## src/rtl/data_sync_pkg.sv

```systemverilog
// Shared constants and helpers for the multi-channel data synchroniser.
package data_sync_pkg;

    localparam int EN_MODE_LEVEL  = 0;
    localparam int EN_MODE_TOGGLE = 1;

    // Channel-id width; a single channel still gets a 1-bit id.
    function automatic int clog2_min1(input int n);
        int r;
        r = $clog2(n);
        return (r < 1) ? 1 : r;
    endfunction

endpackage

```

## src/rtl/sync_chain.sv

```systemverilog
// Multi-bit flop chain for bringing independent single-bit qualifiers into the clk domain.
module sync_chain #(
    parameter int NUM_STAGES = 2,
    parameter int WIDTH      = 1
) (
    input  logic             clk_i,
    input  logic             rst_i,
    input  logic [WIDTH-1:0] d_i,
    output logic [WIDTH-1:0] q_o
);

    logic [WIDTH-1:0] stage_q [NUM_STAGES];

    genvar gi;
    generate
        for (gi = 0; gi < NUM_STAGES; gi++) begin : g_stage
            always_ff @(posedge clk_i or posedge rst_i) begin
                if (rst_i) begin
                    stage_q[gi] <= '0;
                end else if (gi == 0) begin
                    stage_q[gi] <= d_i;
                end else begin
                    stage_q[gi] <= stage_q[(gi == 0) ? 0 : gi - 1];
                end
            end
        end
    endgenerate

    assign q_o = stage_q[NUM_STAGES-1];

endmodule

```

## src/rtl/data_sync_mc.sv

```systemverilog
// Multi-channel enable-qualified data synchroniser: per-channel capture on a synced
// enable event, round-robin merge into one valid/ready stream with ack toggles.
module data_sync_mc
    import data_sync_pkg::*;
#(
    parameter int  NUM_STAGES = 2,
    parameter int  DATA_WIDTH = 8,
    parameter int  NUM_CH     = 4,
    parameter int  EN_MODE    = EN_MODE_LEVEL,
    localparam int CH_W       = clog2_min1(NUM_CH)
) (
    input  logic                         CLK,
    input  logic                         RST,
    input  logic [NUM_CH*DATA_WIDTH-1:0] unsync_bus,
    input  logic [NUM_CH-1:0]            bus_enable,
    output logic [DATA_WIDTH-1:0]        sync_bus,
    output logic [CH_W-1:0]              sync_ch,
    output logic                         sync_valid,
    input  logic                         sync_ready,
    output logic [NUM_CH-1:0]            bus_ack,
    output logic [NUM_CH-1:0]            overrun,
    input  logic                         ovr_clr
);

    logic [NUM_CH-1:0]     en_sync;
    logic [NUM_CH-1:0]     en_prev_q;
    logic [NUM_CH-1:0]     ev;
    logic [NUM_CH-1:0]     pend_vec;
    logic [NUM_CH-1:0]     gnt_oh;
    logic [DATA_WIDTH-1:0] hold_arr [NUM_CH];

    logic                  slot_free;
    logic                  gnt_any;
    logic                  fire;
    logic [CH_W-1:0]       gnt_idx;
    logic [CH_W-1:0]       ptr_q, ptr_d;
    logic [DATA_WIDTH-1:0] bus_q, bus_d;
    logic [CH_W-1:0]       ch_q, ch_d;
    logic                  valid_q, valid_d;

    sync_chain #(
        .NUM_STAGES(NUM_STAGES),
        .WIDTH     (NUM_CH)
    ) u_en_sync (
        .clk_i(CLK),
        .rst_i(RST),
        .d_i  (bus_enable),
        .q_o  (en_sync)
    );

    always_ff @(posedge CLK or posedge RST) begin
        if (RST) begin
            en_prev_q <= '0;
        end else begin
            en_prev_q <= en_sync;
        end
    end

    assign slot_free = !valid_q || sync_ready;
    assign fire      = slot_free && gnt_any;

    genvar gi;
    generate
        for (gi = 0; gi < NUM_CH; gi++) begin : g_ch
            logic [DATA_WIDTH-1:0] hold_q, hold_d;
            logic                  pend_q, pend_d;
            logic                  ovr_q, ovr_d;
            logic                  ack_q, ack_d;

            assign ev[gi] = (EN_MODE == EN_MODE_TOGGLE) ? (en_sync[gi] ^ en_prev_q[gi])
                                                        : (en_sync[gi] & ~en_prev_q[gi]);
            assign gnt_oh[gi] = fire && (gnt_idx == CH_W'(gi));

            // A capture coinciding with this channel's grant keeps pend set: the old
            // word leaves through the output register, the new one waits in hold.
            always_comb begin
                hold_d = hold_q;
                pend_d = pend_q;
                ovr_d  = ovr_q;
                ack_d  = ack_q;
                if (gnt_oh[gi]) begin
                    pend_d = 1'b0;
                    ack_d  = ~ack_q;
                end
                if (ev[gi]) begin
                    hold_d = unsync_bus[gi*DATA_WIDTH +: DATA_WIDTH];
                    pend_d = 1'b1;
                end
                if (ovr_clr) begin
                    ovr_d = 1'b0;
                end
                if (ev[gi] && pend_q && !gnt_oh[gi]) begin
                    ovr_d = 1'b1;
                end
            end

            always_ff @(posedge CLK or posedge RST) begin
                if (RST) begin
                    hold_q <= '0;
                    pend_q <= 1'b0;
                    ovr_q  <= 1'b0;
                    ack_q  <= 1'b0;
                end else begin
                    hold_q <= hold_d;
                    pend_q <= pend_d;
                    ovr_q  <= ovr_d;
                    ack_q  <= ack_d;
                end
            end

            assign hold_arr[gi] = hold_q;
            assign pend_vec[gi] = pend_q;
            assign bus_ack[gi]  = ack_q;
            assign overrun[gi]  = ovr_q;
        end
    endgenerate

    // First pending channel at or after the pointer, wrapping at NUM_CH.
    always_comb begin
        int idx;
        logic [CH_W-1:0] idx_w;
        gnt_any = 1'b0;
        gnt_idx = '0;
        for (int i = 0; i < NUM_CH; i++) begin
            idx = int'(ptr_q) + i;
            if (idx >= NUM_CH) begin
                idx = idx - NUM_CH;
            end
            idx_w = CH_W'(idx);
            if (!gnt_any && pend_vec[idx_w]) begin
                gnt_any = 1'b1;
                gnt_idx = idx_w;
            end
        end
    end

    always_comb begin
        bus_d   = bus_q;
        ch_d    = ch_q;
        valid_d = valid_q;
        ptr_d   = ptr_q;
        if (slot_free) begin
            if (gnt_any) begin
                bus_d   = hold_arr[gnt_idx];
                ch_d    = gnt_idx;
                valid_d = 1'b1;
                ptr_d   = (gnt_idx == CH_W'(NUM_CH - 1)) ? '0 : gnt_idx + 1'b1;
            end else begin
                valid_d = 1'b0;
            end
        end
    end

    always_ff @(posedge CLK or posedge RST) begin
        if (RST) begin
            bus_q   <= '0;
            ch_q    <= '0;
            valid_q <= 1'b0;
            ptr_q   <= '0;
        end else begin
            bus_q   <= bus_d;
            ch_q    <= ch_d;
            valid_q <= valid_d;
            ptr_q   <= ptr_d;
        end
    end

    assign sync_bus   = bus_q;
    assign sync_ch    = ch_q;
    assign sync_valid = valid_q;

endmodule
```

## config.mk

```make
export PLATFORM = sky130hd
export DESIGN_NAME = data_sync_mc
export DESIGN_NICKNAME = d
export VERILOG_FILES = /design/src/rtl/data_sync_pkg.sv /design/src/rtl/sync_chain.sv /design/src/rtl/data_sync_mc.sv
export SDC_FILE = /design/constraint.sdc
export NUM_CORES = 1
export LEC_CHECK = 0
export ABC_AREA = 1
export CORE_UTILIZATION = 47
export CTS_CLUSTER_SIZE = 14
export DETAILED_ROUTE_END_ITERATION = 16
export PLACE_DENSITY_LB_ADDON = 0.25
export SLEW_MARGIN = 30
export SYNTH_ARGS = -nofsm -noshare
export SYNTH_HDL_FRONTEND = slang
export SYNTH_HIERARCHICAL = 1
export SYNTH_SLANG_ARGS = --single-unit
```

## constraint.sdc

```tcl
create_clock -name CLK -period 6.27 [get_ports CLK]
set_clock_uncertainty 0.15 [all_clocks]
set_input_delay 1.254 -clock CLK [delete_from_list [all_inputs] [get_ports CLK]]
set_output_delay 1.254 -clock CLK [all_outputs]
set_load 0.01 [all_outputs]
```

# After elaboration in Yosys (flattened, before gate mapping)
# Index checks and enable logic that the tools add are counted.
# op_classes
addsub,8
n_mul,0
div,0
order_cmp,9
eq_ne,3
n_shift,0
mux,38
bitwise_logic,13
reduce_logical,35
# op_table
op,count
two-way mux 1 bit,22
two-way mux 2 bit,9
binary-select mux 8 bit (select 2 bit),1
logical AND 1 bit,16
two-way mux 8 bit,2
nonzero test 2 bit,8
>= comparator 3 bit (second input constant),4
less-than comparator 2 x 3 -> 1 bit (second input constant),4
binary-select mux 1 bit (select 2 bit),4
zero test 1 bit,8
inverter 1 bit,8
subtractor 2 x 1 -> 2 bit (second input constant),4
adder 2 x 2 -> 3 bit (second input constant),2
bitwise AND 1 bit,4
equality test 2 bit (second input constant),2
adder 2 x 1 -> 3 bit (second input constant),1
>= comparator 2 x 3 -> 1 bit (second input constant),1
inverter 2 -> 3 bit,1
adder 2 x 1 -> 2 bit (second input constant),1
equality test 2 x 1 -> 1 bit (second input constant),1
zero test 2 bit,1
AND reduction 2 bit,1
logical OR 1 bit,1
# totals
ff_bits,69
latch_bits,0
mem_bits_rw,0
mem_bits_ro,0
inputBits,40
n_memories,0

# Longest topological paths before layout
# Gate-level depths: netlist (run 1).
# depth
word_depth,19
depth_mapped,15
depth_no_buf,14

# Modules after synthesis
# Netlist (run 1), hierarchy kept.
# by_module_without_submodules
module,n_inst,cells_each,area_each_um2,seq_area_each_um2
data_sync_mc,1,363,3011.6,1526.5
sync_chain,1,13,234.0,200.2

# Least setup slack after synthesis (run 1)
# Ideal clock, no wire load.
# synth_path
path_kind,input port to flip-flop
start,input sync_ready
end,register g_ch[3].ack_q
setup_ns,0.124
arrival_time_ns,1.814
slack_ns,4.182
cell_stages,6
path_buffers,1
path_cell_list,inv_1 > nand2_1 > nand2_2 > buf_6 > nor2_4 > xor2_1
# synth_via
elab_chain_len,3
# synth_lines
element,line,source
from (decl),data_sync_mc.sv:19,"input logic sync_ready,"
logical OR 1 bit,data_sync_mc.sv:59,assign slot_free = !valid_q || sync_ready;
logical AND 1 bit,data_sync_mc.sv:60,assign fire = slot_free && gnt_any;
logical AND 1 bit,data_sync_mc.sv:72,assign gnt_oh[gi] = fire && (gnt_idx == CH_W'(gi));
to (signal assigned),data_sync_mc.sv:107,ack_q <= ack_d;
to (decl),data_sync_mc.sv:68,"logic ack_q, ack_d;"
# Every way passes these cells.
# A chain may end at the register's enable or synchronous reset.

# Worst setup path after layout (run 1)
# layout_path
start,register ptr_q[0]
end,register g_ch[1].ack_q
# layout_via
elab_chain_len,16
elab_cells_between_ends,40
# layout_lines
element,line,source
from (decl),data_sync_mc.sv:36,"logic [CH_W-1:0] ptr_q, ptr_d;"
from (signal assigned),data_sync_mc.sv:164,ptr_q <= ptr_d;
branches (longest 15 deep; another with adder 2 x 1 -> 3 bit),--,
logical AND 1 bit *,data_sync_mc.sv:72,
to (signal assigned),data_sync_mc.sv:107,
to (decl),data_sync_mc.sv:68,
# Mark *: on every way between the ends. The select of a mux whose other input is x is not followed.

==> flow_metrics.env, run 1 <==
export IMPL_outcome="complete, no violations"
export IMPL_drive_above_1_share=0.118
export IMPL_period_share=0.437
export IMPL_max_slew_margin_rel=0.396
export IMPL_power_total_uw=2030
export IMPL_cts_made_buffers=9
export IMPL_initial_utilization=0.500
export IMPL_synth_avg_cell_area_um2=8.63
export IMPL_final_common_cell="nand2_1"
export IMPL_cts_tree="yes"
export IMPL_track_usage=0.202
export IMPL_synth_top_area_share=0.532
export IMPL_drc=0
export IMPL_final_cells=508
export IMPL_seq_area_frac_synth=0.532
export IMPL_post_cts_resized=0
export IMPL_worstSetupPathType="flop to flop"
export IMPL_rsz0062_at_grt="false"
export IMPL_slew_violations=0
export IMPL_grt_pass1_vias=2450
export IMPL_final_antenna_net_count=0
export IMPL_wl_mm=6.37
export IMPL_synth_cell_types=25
export IMPL_synth_warning_count=6
export IMPL_clk_pin_slew_ps=70
export IMPL_min_period_ps=2740
export IMPL_fp_dieH_um=85.1
export IMPL_fin_tns_setup_ps=0
export IMPL_antenna_cells=0
export IMPL_grt_pass1_wl_mm=11.1
export IMPL_synth_seq_cells=69
export IMPL_cp_arrival_ps=2870
export IMPL_worst_slew_pin_slew_ps=902
export IMPL_cts_sinks=69
export IMPL_row_count=29
export IMPL_final_cell_mix="nand2_1, dfrtp_1, clkdlybuf4s50_1"
export IMPL_vdd_ir_drop_max_mv=0.240
export IMPL_timing_fmax_ghz=0.365
export IMPL_numPlacedInstances=492
export IMPL_h_tree_depth=3
export IMPL_synthCells=376
export IMPL_drt_iter0_drc=174
export IMPL_cts_root_buf="clkbuf_8"
export IMPL_path_max_fanout=22
export IMPL_fin_nets=470
export IMPL_cts_setup_buffers=0
export IMPL_setup_violations=0
export IMPL_drtPass1Iterations=4
export IMPL_syn2layout_area_growth_pct=22.7
export IMPL_required_ps=6400
export IMPL_holdWs_ps=200
export IMPL_syn_nets=420
export IMPL_worstSetupEndpointType="flop"
export IMPL_design_area_um2=3980
export IMPL_hold_class="flop to flop"
export IMPL_hpwl_mm=4.64
export IMPL_core_area_um2=6490
export IMPL_cp_start_kind="flop"
export IMPL_holdBufCountCts=0
export IMPL_dieArea_um2=7240
export IMPL_power_density_nw_per_um2=509
export IMPL_cap_violations=0
export IMPL_io_buffers=58
export IMPL_power_leakage_uw=0.00196
export IMPL_clockBufferDepth=2
export IMPL_wl_per_cell_um=12.5
export IMPL_io_pins=59
export IMPL_worst_skew_pair_late_latency_ps=350
export IMPL_grt_remaining_overflow=0
export IMPL_fp_dieW_um=85.1
export IMPL_vias=2449
export IMPL_dpl_cell_area_um2=3780
export IMPL_final_hold_viol_count=0
export IMPL_routabilityCongestion=0.850
export IMPL_antenna_found_initial=0
export IMPL_synth_area_top_cells="dfrtp_1, nand2_1, inv_1, o21ai_0, nand3_1"
export IMPL_yosys_area_top_type="dfrtp_1"
export IMPL_synth_area_um2=3250
export IMPL_vias_per_cell=4.82
export IMPL_grt_max_degree=62
## path summary, 6_finish.rpt
path / start / to / slack (ps) / depth (start not counted)
worst min-delay path: u_en_sync/stage_q[7] / u_en_sync/q_o[3] / 200 / 0
max in group asynchronous: RST / g_ch[3].hold_q[2] / 4180 / 3
worst max register to register: ptr_q[0] / g_ch[1].ack_q / 3530 / 14
min in group asynchronous: RST / u_en_sync/stage_q[6] / 1030 / 2
worst max-delay path: ptr_q[0] / g_ch[1].ack_q / 3530 / 14
worst min register to register: u_en_sync/stage_q[7] / u_en_sync/q_o[3] / 200 / 0
## critical path: stages, from the launching register on
cell and delay (ps):
dfrtp_1 630, inv_2 160, nand2_1 100, nand2_1 110
nand2_2 110, nand2_4 50, nor2_4 130, nand3_4 100
nand2_4 110, nand2_4 170, inv_2 240, ha_1 180
inv_1 40, nor2_1 220, xor2_1 160
## metal layers
metal  GRT usage  vias to the layer above  wire [µm]
met5           0                        -          0
met4      0.0924                        0        146
met3      0.0428                       14        331
met2       0.328                       75       2980
met1       0.263                     1116       2910
li1            -                     1244          -
## synthesized netlist by cell type (all sizes together)
| cell | n |
|---|---|
| nor2 | 15 |
| nand4 | 1 |
| nand3 | 26 |
| buf | 17 |
| inv | 53 |
| nand3b | 3 |
| o22ai | 5 |
| o21a | 1 |
| xor2 | 4 |
| ha | 4 |
| a21oi | 1 |
| clkbuf | 4 |
| nand2 | 141 |
| o21ai | 32 |
| dfrtp | 69 |
## power breakdown
group	switching, µW	internal [µW]
Clock	176	184
Sequential	76.1	561
Combinational	636	393
Total	888	1140
## sequential cells by signal, indices dropped and copies added (netlist names)
| register | flops |
|---|---|
| ptr_q | 2 |
| g_ch.pend_q | 4 |
| en_prev_q | 4 |
| u_en_sync/stage_q | 4 |
| u_en_sync/q_o | 4 |
| sync_ch | 2 |
| sync_bus | 8 |
| g_ch.ovr_q | 4 |
| g_ch.hold_q | 32 |
| g_ch.ack_q | 4 |
| sync_valid | 1 |
## layout make-up
class | count | area, µm²
clock inverters | 7 | 75.1
inverters | 53 | 199
fillers | 556 | 2510
repair buffers | 60 | 596
flip-flops and latches | 69 | 1730
multi-input cells | 233 | 1170
clock buffers | 9 | 124
well taps | 77 | 96.3
## cell families after synthesis
logic type | synth area share
AND/OR/NAND/NOR | 0.268
adder cells (fa/ha/maj) | 0.0154
buffers and inverters | 0.110
AO/OA/AOI/OAI | 0.0640
XOR/XNOR | 0.0108
flip-flops | 0.532
## per-stage QoR
step / util / worst slack [ps]
after floorplan: - / 3350
after global placement: 0.582 / 3500
after detailed placement: 0.582 / 3430
after CTS: 0.613 / 3510
after global routing: 0.613 / 3280
final: 0.613 / 3530
No activity file was read; power rests on OpenSTA's default activity.
==> run 2, diff against run 1 <==
clock period = 2.71 ns   (was 6.27 ns; I/O delays follow)
==> run 2 against run 1 <==
  * Register-to-register slack worse by 3300 ps
  * Sequential power is 130% higher
  * Fmax is 11% higher
  * Power is 130% higher
  * Global-route usage is 0.96 points higher
  * Critical path depth is 1 lower
  * Critical path type unchanged
==> flow_metrics.env, run 2 (same netlist as run 1, synthesis figures left out) <==
export IMPL_dieArea_um2=7240
export IMPL_outcome="complete, no violations"
export IMPL_vdd_ir_drop_max_mv=0.459
export IMPL_io_buffers=58
export IMPL_met3_length_um=336
export IMPL_h_tree_depth=3
export IMPL_track_usage=0.212
export IMPL_grt_remaining_overflow=0
export IMPL_initial_utilization=0.500
export IMPL_fin_nets=475
export IMPL_cpPeakStageDelay_ps=500
export IMPL_max_slew_margin_rel=0.557
export IMPL_final_hold_viol_count=0
export IMPL_rsz0062_at_grt="false"
export IMPL_final_cells=513
export IMPL_drtPass1Iterations=4
export IMPL_wl_mm=6.83
export IMPL_fp_dieW_um=85.1
export IMPL_largest_reg_flops=32
export IMPL_grt_pass1_vias=2482
export IMPL_highest_layer="met4"
export IMPL_power_leakage_uw=0.00199
export IMPL_largest_register="g_ch.hold_q"
export IMPL_crit_slowest_cell="dfrtp_2"
export IMPL_syn2layout_area_growth_pct=24.0
export IMPL_cp_arrival_ps=2520
export IMPL_power_density_nw_per_um2=1180
export IMPL_vias=2507
export IMPL_timing_rr_start="ptr_q[0]"
export IMPL_drt_iter0_drc=129
export IMPL_setup_violations=0
export IMPL_min_delay_start="u_en_sync/stage_q[4]"
export IMPL_clk_pin_slew_ps=80
export IMPL_wirelength_met1_mm=2.95
export IMPL_row_count=29
export IMPL_routed_wl_met2_mm=3.27
export IMPL_slew_violations=0
export IMPL_worstSetupPathType="flop to flop"
export IMPL_final_antenna_net_count=0
export IMPL_post_cts_resized=0
export IMPL_whs_path_depth=0
export IMPL_required_ps=2770
export IMPL_r2r_cells=13
export IMPL_worstSetupEndpointType="flop"
export IMPL_timing_fmax_ghz=0.406
export IMPL_pre_cts_ws_ps=196
export IMPL_fin_tns_setup_ps=0
export IMPL_path_max_fanout=22
export IMPL_drive_above_1_share=0.124
export IMPL_routabilityCongestion=0.773
export IMPL_worst_slew_pin_slew_ps=662
export IMPL_antenna_cells=0
export IMPL_final_cell_mix="nand2_1, dfrtp_1, clkdlybuf4s50_1"
export IMPL_cap_violations=0
export IMPL_holdBufCountCts=0
export IMPL_hpwl_mm=5.11
export IMPL_final_common_cell="nand2_1"
export IMPL_cts_tree="yes"
export IMPL_holdPathEnd="u_en_sync/q_o[0]"
export IMPL_cts_sinks=69
export IMPL_hold_class="flop to flop"
export IMPL_period_share=0.908
export IMPL_fp_dieH_um=85.1
export IMPL_drc=0
export IMPL_wl_per_cell_um=13.3
export IMPL_cp_start_kind="flop"
export IMPL_min_period_ps=2460
export IMPL_io_pins=59
export IMPL_cts_made_buffers=9
export IMPL_worst_skew_pair_late_latency_ps=340
export IMPL_grt_max_degree=34
export IMPL_clockBufferDepth=2
export IMPL_core_area_um2=6490
export IMPL_grt_pass1_wl_mm=11.6
export IMPL_vias_per_cell=4.89
export IMPL_worstPathCellList="inv_2, nand2_1, nand3_2, nand2_2, nor2_4, nand3_4, nand2_4, nand2_4, inv_2, ha_1, inv_1, nor2_1, o22ai_1"
export IMPL_r2r_end="g_ch[1].pend_q"
export IMPL_fin_ws_ps=250
export IMPL_cts_root_buf="clkbuf_8"
export IMPL_antenna_found_initial=0
export IMPL_numPlacedInstances=497
export IMPL_ff2ff_setup_slack_ps=250
export IMPL_cts_setup_buffers=0
## run 2: cell count changes in the layout (fill, tap and decap cells not counted)
| cell | change |
|---|---|
| clkinvlp_4 | -2 |
| nor2_2 | -1 |
| buf_4 | +4 |
| clkbuf_1 | +2 |
| dfrtp_2 | +1 |
| nor2_1 | +1 |
| buf_12 | +1 |
| dfrtp_1 | -1 |
## run 2: critical path, delay by kind of cell (launching register included)
family / cells / cell delay (ps)
adder cells (fa/ha/maj): 1 / 170
AO/OA/AOI/OAI: 1 / 130
flip-flops: 1 / 500
AND/OR/NAND/NOR: 8 / 1060
buffers and inverters: 3 / 320
## run 2: cell type report
| type | instances | area, µm² |
|---|---|---|
| fill | 561 | 2470 |
| sequential | 69 | 1730 |
| multi-input combinational | 233 | 1160 |
| timing repair buffer | 65 | 646 |
| inverter | 53 | 199 |
| clock buffer | 11 | 131 |
| tap | 77 | 96.3 |
| clock inverter | 5 | 60.1 |
## run 2: per-layer routing
metal	vias up	GRT usage
met2	81	0.339
met4	0	0.116
met1	1154	0.265
met5	-	0
met3	19	0.0535
li1	1253	-
## run 2: stage by stage
| step | instance area, µm² | power (µW) | hold WS (ps) | util |
|---|---|---|---|---|
| 3_5_place_dp | 3830 | 3930 | 187 | 0.590 |
| 4_1_cts | 4020 | 4770 | 205 | 0.619 |
| 5_1_grt | 4030 | 5150 | 209 | 0.620 |
| 2_1_floorplan | 3250 | 3360 | 181 | - |
| 6_report | 4030 | 4740 | 195 | 0.620 |
| 3_3_place_gp | 3830 | 3870 | 183 | 0.590 |
## run 2: worst max-delay path by stage
stage                     startpoint              to  slack, ps  depth (start not counted)
after CTS                   ptr_q[0]  g_ch[1].pend_q        120                         14
after global routing        ptr_q[0]  g_ch[1].pend_q         10                         13
after detailed placement    ptr_q[0]   g_ch[1].ack_q        200                         14
after global placement      ptr_q[0]   g_ch[1].ack_q        270                         14
after floorplan                  RST    en_prev_q[0]        500                          1
final                       ptr_q[0]  g_ch[1].pend_q        250                         13
## run 2: where the power goes
| group | total, µW | switching (µW) | internal, µW | leakage, µW |
|---|---|---|---|---|
| Combinational | 2440 | 1490 | 951 | 0.00107 |
| Sequential | 1470 | 173 | 1300 | 0.000828 |
| Clock | 829 | 399 | 429 | 0.0000939 |
| Total | 4740 | 2060 | 2680 | 0.00199 |
==> run 3, diff against run 2 <==
ABC_CLOCK_PERIOD_IN_PS = 2710   (was unset)
==> results of run 3 <==
Same layout as run 2: the final DEF is identical, and so are final timing and power.
